`src/rtl/reduce_task_arbiter.sv`:
```
// Round-robin arbiter sharing one ap_ctrl_hs reduce engine among NUM_REQ requesters.
// Drives the start handshake, returns tagged results and guards against a hung engine.
module reduce_task_arbiter #(
    parameter int NUM_REQ     = 4,
    parameter int ARG_W       = 32,
    parameter int RES_W       = 32,
    parameter int TIMEOUT_CYC = 4096,
    localparam int ID_W       = $clog2(NUM_REQ)
) (
    input  logic                     clock,
    input  logic                     reset,
    input  logic [NUM_REQ-1:0]       req,
    input  logic [NUM_REQ*ARG_W-1:0] req_arg,
    output logic [NUM_REQ-1:0]       gnt,
    output logic                     eng_ap_start,
    output logic [ARG_W-1:0]         eng_arg,
    input  logic                     eng_ap_ready,
    input  logic                     eng_ap_done,
    input  logic [RES_W-1:0]         eng_ap_return,
    output logic                     rsp_valid,
    input  logic                     rsp_ready,
    output logic [ID_W-1:0]          rsp_id,
    output logic [RES_W-1:0]         rsp_data,
    output logic                     rsp_err,
    output logic                     err_timeout,
    output logic [31:0]              task_cnt
);

    localparam int WD_W = (TIMEOUT_CYC > 1) ? $clog2(TIMEOUT_CYC) : 1;
    localparam logic [WD_W-1:0] WD_LAST = WD_W'(TIMEOUT_CYC - 1);

    typedef enum logic [2:0] {
        IDLE  = 3'd0,
        START = 3'd1,
        RUN   = 3'd2,
        RESP  = 3'd3,
        HALT  = 3'd4
    } state_t;

    state_t            state, state_nxt;
    logic [ID_W-1:0]   ptr;
    logic [WD_W-1:0]   wd;
    logic              err_q;
    logic              pick_vld;
    logic [ID_W-1:0]   pick_id;
    logic [ID_W:0]     cand;
    logic              capture;
    logic              expire;
    logic              wd_last;

    function automatic logic [ID_W-1:0] next_ptr(input logic [ID_W-1:0] id);
        if (id == ID_W'(NUM_REQ - 1))
            return '0;
        return id + ID_W'(1);
    endfunction

    // Scan from ptr upward; iterating high-to-low offsets lets the lowest offset win.
    always_comb begin
        pick_vld = 1'b0;
        pick_id  = '0;
        cand     = '0;
        for (int s = NUM_REQ - 1; s >= 0; s--) begin
            cand = {1'b0, ptr} + (ID_W+1)'(s);
            if (cand >= (ID_W+1)'(NUM_REQ))
                cand = cand - (ID_W+1)'(NUM_REQ);
            if (req[cand[ID_W-1:0]]) begin
                pick_vld = 1'b1;
                pick_id  = cand[ID_W-1:0];
            end
        end
    end

    assign wd_last = (TIMEOUT_CYC != 0) && (wd == WD_LAST);

    always_comb begin
        state_nxt = state;
        capture   = 1'b0;
        expire    = 1'b0;
        case (state)
            IDLE: begin
                if (pick_vld)
                    state_nxt = START;
            end
            START: begin
                if (eng_ap_ready && eng_ap_done) begin
                    capture   = 1'b1;
                    state_nxt = RESP;
                end else if (wd_last) begin
                    expire    = 1'b1;
                    state_nxt = RESP;
                end else if (eng_ap_ready) begin
                    state_nxt = RUN;
                end
            end
            RUN: begin
                if (eng_ap_done) begin
                    capture   = 1'b1;
                    state_nxt = RESP;
                end else if (wd_last) begin
                    expire    = 1'b1;
                    state_nxt = RESP;
                end
            end
            RESP: begin
                if (rsp_ready)
                    state_nxt = err_q ? HALT : IDLE;
            end
            HALT:    state_nxt = HALT;
            default: state_nxt = IDLE;
        endcase
    end

    always_ff @(posedge clock) begin
        if (reset) begin
            state       <= IDLE;
            ptr         <= '0;
            wd          <= '0;
            gnt         <= '0;
            eng_arg     <= '0;
            rsp_id      <= '0;
            rsp_data    <= '0;
            err_q       <= 1'b0;
            err_timeout <= 1'b0;
            task_cnt    <= '0;
        end else begin
            state <= state_nxt;
            gnt   <= '0;
            if (state == START || state == RUN)
                wd <= wd + WD_W'(1);
            if (state == IDLE && pick_vld) begin
                gnt     <= NUM_REQ'(1) << pick_id;
                eng_arg <= req_arg[int'(pick_id)*ARG_W +: ARG_W];
                rsp_id  <= pick_id;
                ptr     <= next_ptr(pick_id);
                wd      <= '0;
            end
            if (capture) begin
                rsp_data <= eng_ap_return;
                err_q    <= 1'b0;
            end
            // A hung engine still yields a response so the requester is not left waiting.
            if (expire) begin
                rsp_data    <= '0;
                err_q       <= 1'b1;
                err_timeout <= 1'b1;
            end
            if (rsp_valid && rsp_ready)
                task_cnt <= task_cnt + 32'd1;
        end
    end

    assign eng_ap_start = (state == START);
    assign rsp_valid    = (state == RESP);
    assign rsp_err      = (state == RESP) && err_q;

endmodule

```
`config.mk`:
```
export PLATFORM = sky130hd
export DESIGN_NAME = reduce_task_arbiter
export DESIGN_NICKNAME = d
export VERILOG_FILES = /design/src/rtl/reduce_task_arbiter.sv
export SDC_FILE = /design/constraint.sdc
export NUM_CORES = 1
export LEC_CHECK = 0
export CAP_MARGIN = 10
export CORE_UTILIZATION = 41
export CTS_CLUSTER_SIZE = 14
export DETAILED_ROUTE_END_ITERATION = 7
export PLACE_DENSITY = 0.81
export REMOVE_ABC_BUFFERS = 1
export SLEW_MARGIN = 20
export SYNTH_ARGS = -nofsm -noshare
export SYNTH_HDL_FRONTEND = slang
export SYNTH_SLANG_ARGS = --single-unit
export TNS_END_PERCENT = 20
```
`constraint.sdc`:
```
create_clock -name clock -period 2.85 [get_ports clock]
set_clock_uncertainty 0.2 [all_clocks]
set_input_delay 0.4275 -clock clock [delete_from_list [all_inputs] [get_ports clock]]
set_output_delay 0.4275 -clock clock [all_outputs]
set_load 0.01 [all_outputs]
```
==> flow_metrics.tcl <==
set metrics [dict create \
    reg2reg_depth 5 \
    ctsHoldBuffers 0 \
    yosysWarnings 0 \
    max-slew-margin-rel_pct 53.46 \
    cap_violations 0 \
    cts-buffers-inserted 17 \
    rr_endpoint "rsp_data[9]" \
    slowest_delay_ps 650 \
    ys_ff_latch 121 \
    finalHoldViolCount 0 \
    dpl.hpwl_um 12660 \
    syn_area_per_cell_sq_um 8.897 \
    antenna_cells 0 \
    synth_edf_count 0 \
    final_cell_mix "clkdlybuf4s50_1, nand2_1, dfxtp_1, mux2i_1, nor2_1" \
    cp-endpoint "rsp_err" \
    final_antenna_net_count 0 \
    p_sw_share_pct 27.69 \
    die_h_um 118.4 \
    cts_setup_buffers 0 \
    tns_ps 0 \
    grtUsageTotal_pct 24.27 \
    worst_path_max_delay_cell "dfxtp_1" \
    vdd_drop_max_uv 386.2 \
    startpoint "state[1]" \
    synth-seq-area-share_pct 43.63 \
    cp.required_ps 2220 \
    pin_count 275 \
    crit_type "reg2out" \
    power_density_mw_per_mm2 620.7 \
    hold_path.class "reg2reg" \
    syn_to_final_growth_pct 63.53 \
    n_fill_cell 1055 \
    maxSlewViolCount 0 \
    ys_top_cells_by_area "dfxtp_1, mux2i_1, nand2_1" \
    root_buffer "clkbuf_16" \
    io_buffer_count 274 \
    grt_pass1_vias 5337 \
    die_x_um 118.4 \
    finalSetupViolCount 0 \
    vias 5516 \
    antenna_found_initial 0 \
    initialDrtViolationCount 327 \
    preCtsSetupSlack_ps 233.7 \
    ff2ff_setup_slack_ps 480 \
    path_depth 4 \
    ctsHtreeMaxLevel 4 \
    syn_area_sq_mm 0.005552 \
    core-area_sq_mm 0.01324 \
    fin_ws_ps 178.6 \
    start_util_pct 41.92 \
    end_kind "primary output" \
    internal_power_uw 4075 \
    cts_tree "built" \
    fin_crit_sh_pct 93.74 \
    p_seq_share_pct 35.2 \
    worstPathArrival_ps 2040 \
    drc 0 \
    first_pass_iters 4 \
    cp_max_fo 11 \
    netlist.area_leader.share_pct 43.63 \
    syn_inst 624 \
    leakage_uw 0.003341 \
    yosysTopAreaCell "dfxtp_1" \
    whs_ps 253.6 \
    power_frac_comb_pct 25.6 \
    worst-slew-pin-transition_ps 698.1 \
    fin_crit_ps 2671 \
    postSynth.asyncResetShare_pct 0 \
    rows 42 \
    drive_above_1_share_pct 6.954 \
    timing.critical_path.cells "nand2_1 -> nor2_1 -> and2_1 -> clkdlybuf4s50_1" \
    gp_congestion 0.8280 \
    cts_sinks 121 \
    grt_max_degree 35 \
    clockBufferDepth 2 \
    yosysUniqueCellTypes 49 \
    cp.buffers_inverters 1 \
    clock_latency_ps 410 \
    reg2reg_from "state[0]" \
    status "finished, final reports clean" \
    fmax_mhz 374.3 \
    wl_per_cell_um 15.70 \
    grt_pass1_wl_um 26550 \
    nNetsFinal 1065 \
    synth_flop_cell "dfxtp_1" \
    path_clk_slew_ps 60 \
    start_kind "register" \
    avgViaCountPerCell 5.098 \
    critPathTopFamily "flip-flops" \
    power_switching_uw 1560 \
    routed_wl_um 16980 \
    rsz0062_at_grt "false" \
    layout_commonest_cell "clkdlybuf4s50_1" \
    grt.overflow.total 0 \
    cts_resized 0 \
    die-area_sq_mm 0.01401 \
    clkPwrFrac_pct 39.1 \
]
per-stage QoR:
| step | area (sq um) | std cells | util [%] | power, uW |
|---|---|---|---|---|
| 2_1_floorplan | 5309 | 583 | - | 2694 |
| 3_3_place_gp | 8467 | 1050 | 63.94 | 3448 |
| 3_5_place_dp | 8467 | 1050 | 63.94 | 3462 |
| 4_1_cts | 9079 | 1082 | 68.56 | 5689 |
| 5_1_grt | 9079 | 1082 | 68.56 | 5869 |
| 6_report | 9079 | 1082 | 68.56 | 5635 |
Yosys cell counts, types with 4 or more instances:
cell type and instances:
buf_2 20, mux2i_1 65, xnor2_1 10, a21oi_1 39, xor2_1 31, nand4_1 19
nor2_1 62, clkbuf_1 12, buf_4 4, dfxtp_1 121, nor2b_1 6, and3_1 5
o221ai_1 32, inv_1 6, nand2_1 124, nand3_1 15
power by group through the flow:
stage	logic [uW]	registers, uW	clock network (uW)
3_5_place_dp	1450	2010	0
6_report	1440	1990	2210
2_1_floorplan	620	2070	0
5_1_grt	1550	2010	2310
4_1_cts	1460	1980	2250
3_3_place_gp	1440	2010	0
registers in the layout (all words and copies together), names as in the netlist:
name         flops
eng_arg         32
err_timeout      1
rsp_data        32
rsp_id           2
ptr              2
gnt              4
state            3
err_q            1
task_cnt        32
wd              12
how the worst min path moves through the flow:
| stage | from | to | slack, ps | depth (start not counted) |
|---|---|---|---|---|
| final | rsp_data[25] | rsp_data[25] | 250 | 2 |
| after global routing | rsp_data[13] | rsp_data[13] | 270 | 2 |
| after CTS | rsp_data[0] | rsp_data[0] | 250 | 2 |
| after detailed placement | rsp_data[0] | rsp_data[0] | 250 | 2 |
| after global placement | rsp_data[25] | rsp_data[25] | 240 | 2 |
| after floorplan | ptr[0] | ptr[0] | 240 | 2 |
worst min-delay path, stage by stage, from the launching register on:
cell and delay (ps):
dfxtp_1 310, nand2_1 50, a21oi_1 50
final cells by class:
cell class / instances / area [sq um] / area share [%]
timing repair buffer: 291 / 2920 / 32.17
multi-input combinational: 456 / 2882 / 31.74
sequential: 121 / 2422 / 26.68
clock buffer: 18 / 439.2 / 4.837
tap: 176 / 220.2 / 2.426
clock inverter: 14 / 172.7 / 1.902
inverter: 6 / 22.52 / 0.2481
cells by family after synthesis:
family          after synthesis  synth area share (%)
simple gates                260                 21.79
fa+ha+maj                     3                0.6762
mux                          65                 11.72
compound gates               87                 10.93
xor+xnor                     41                 6.468
buf+inv                      47                 4.778
flops                       121                 43.63
layer usage:
metal	part of all wire, %	track usage, %
met1	40	27.18
met2	52	42.98
met3	6.7	7.722
met5	0	0
met4	1.7	8.494
Power figures use the tool's default switching activity.
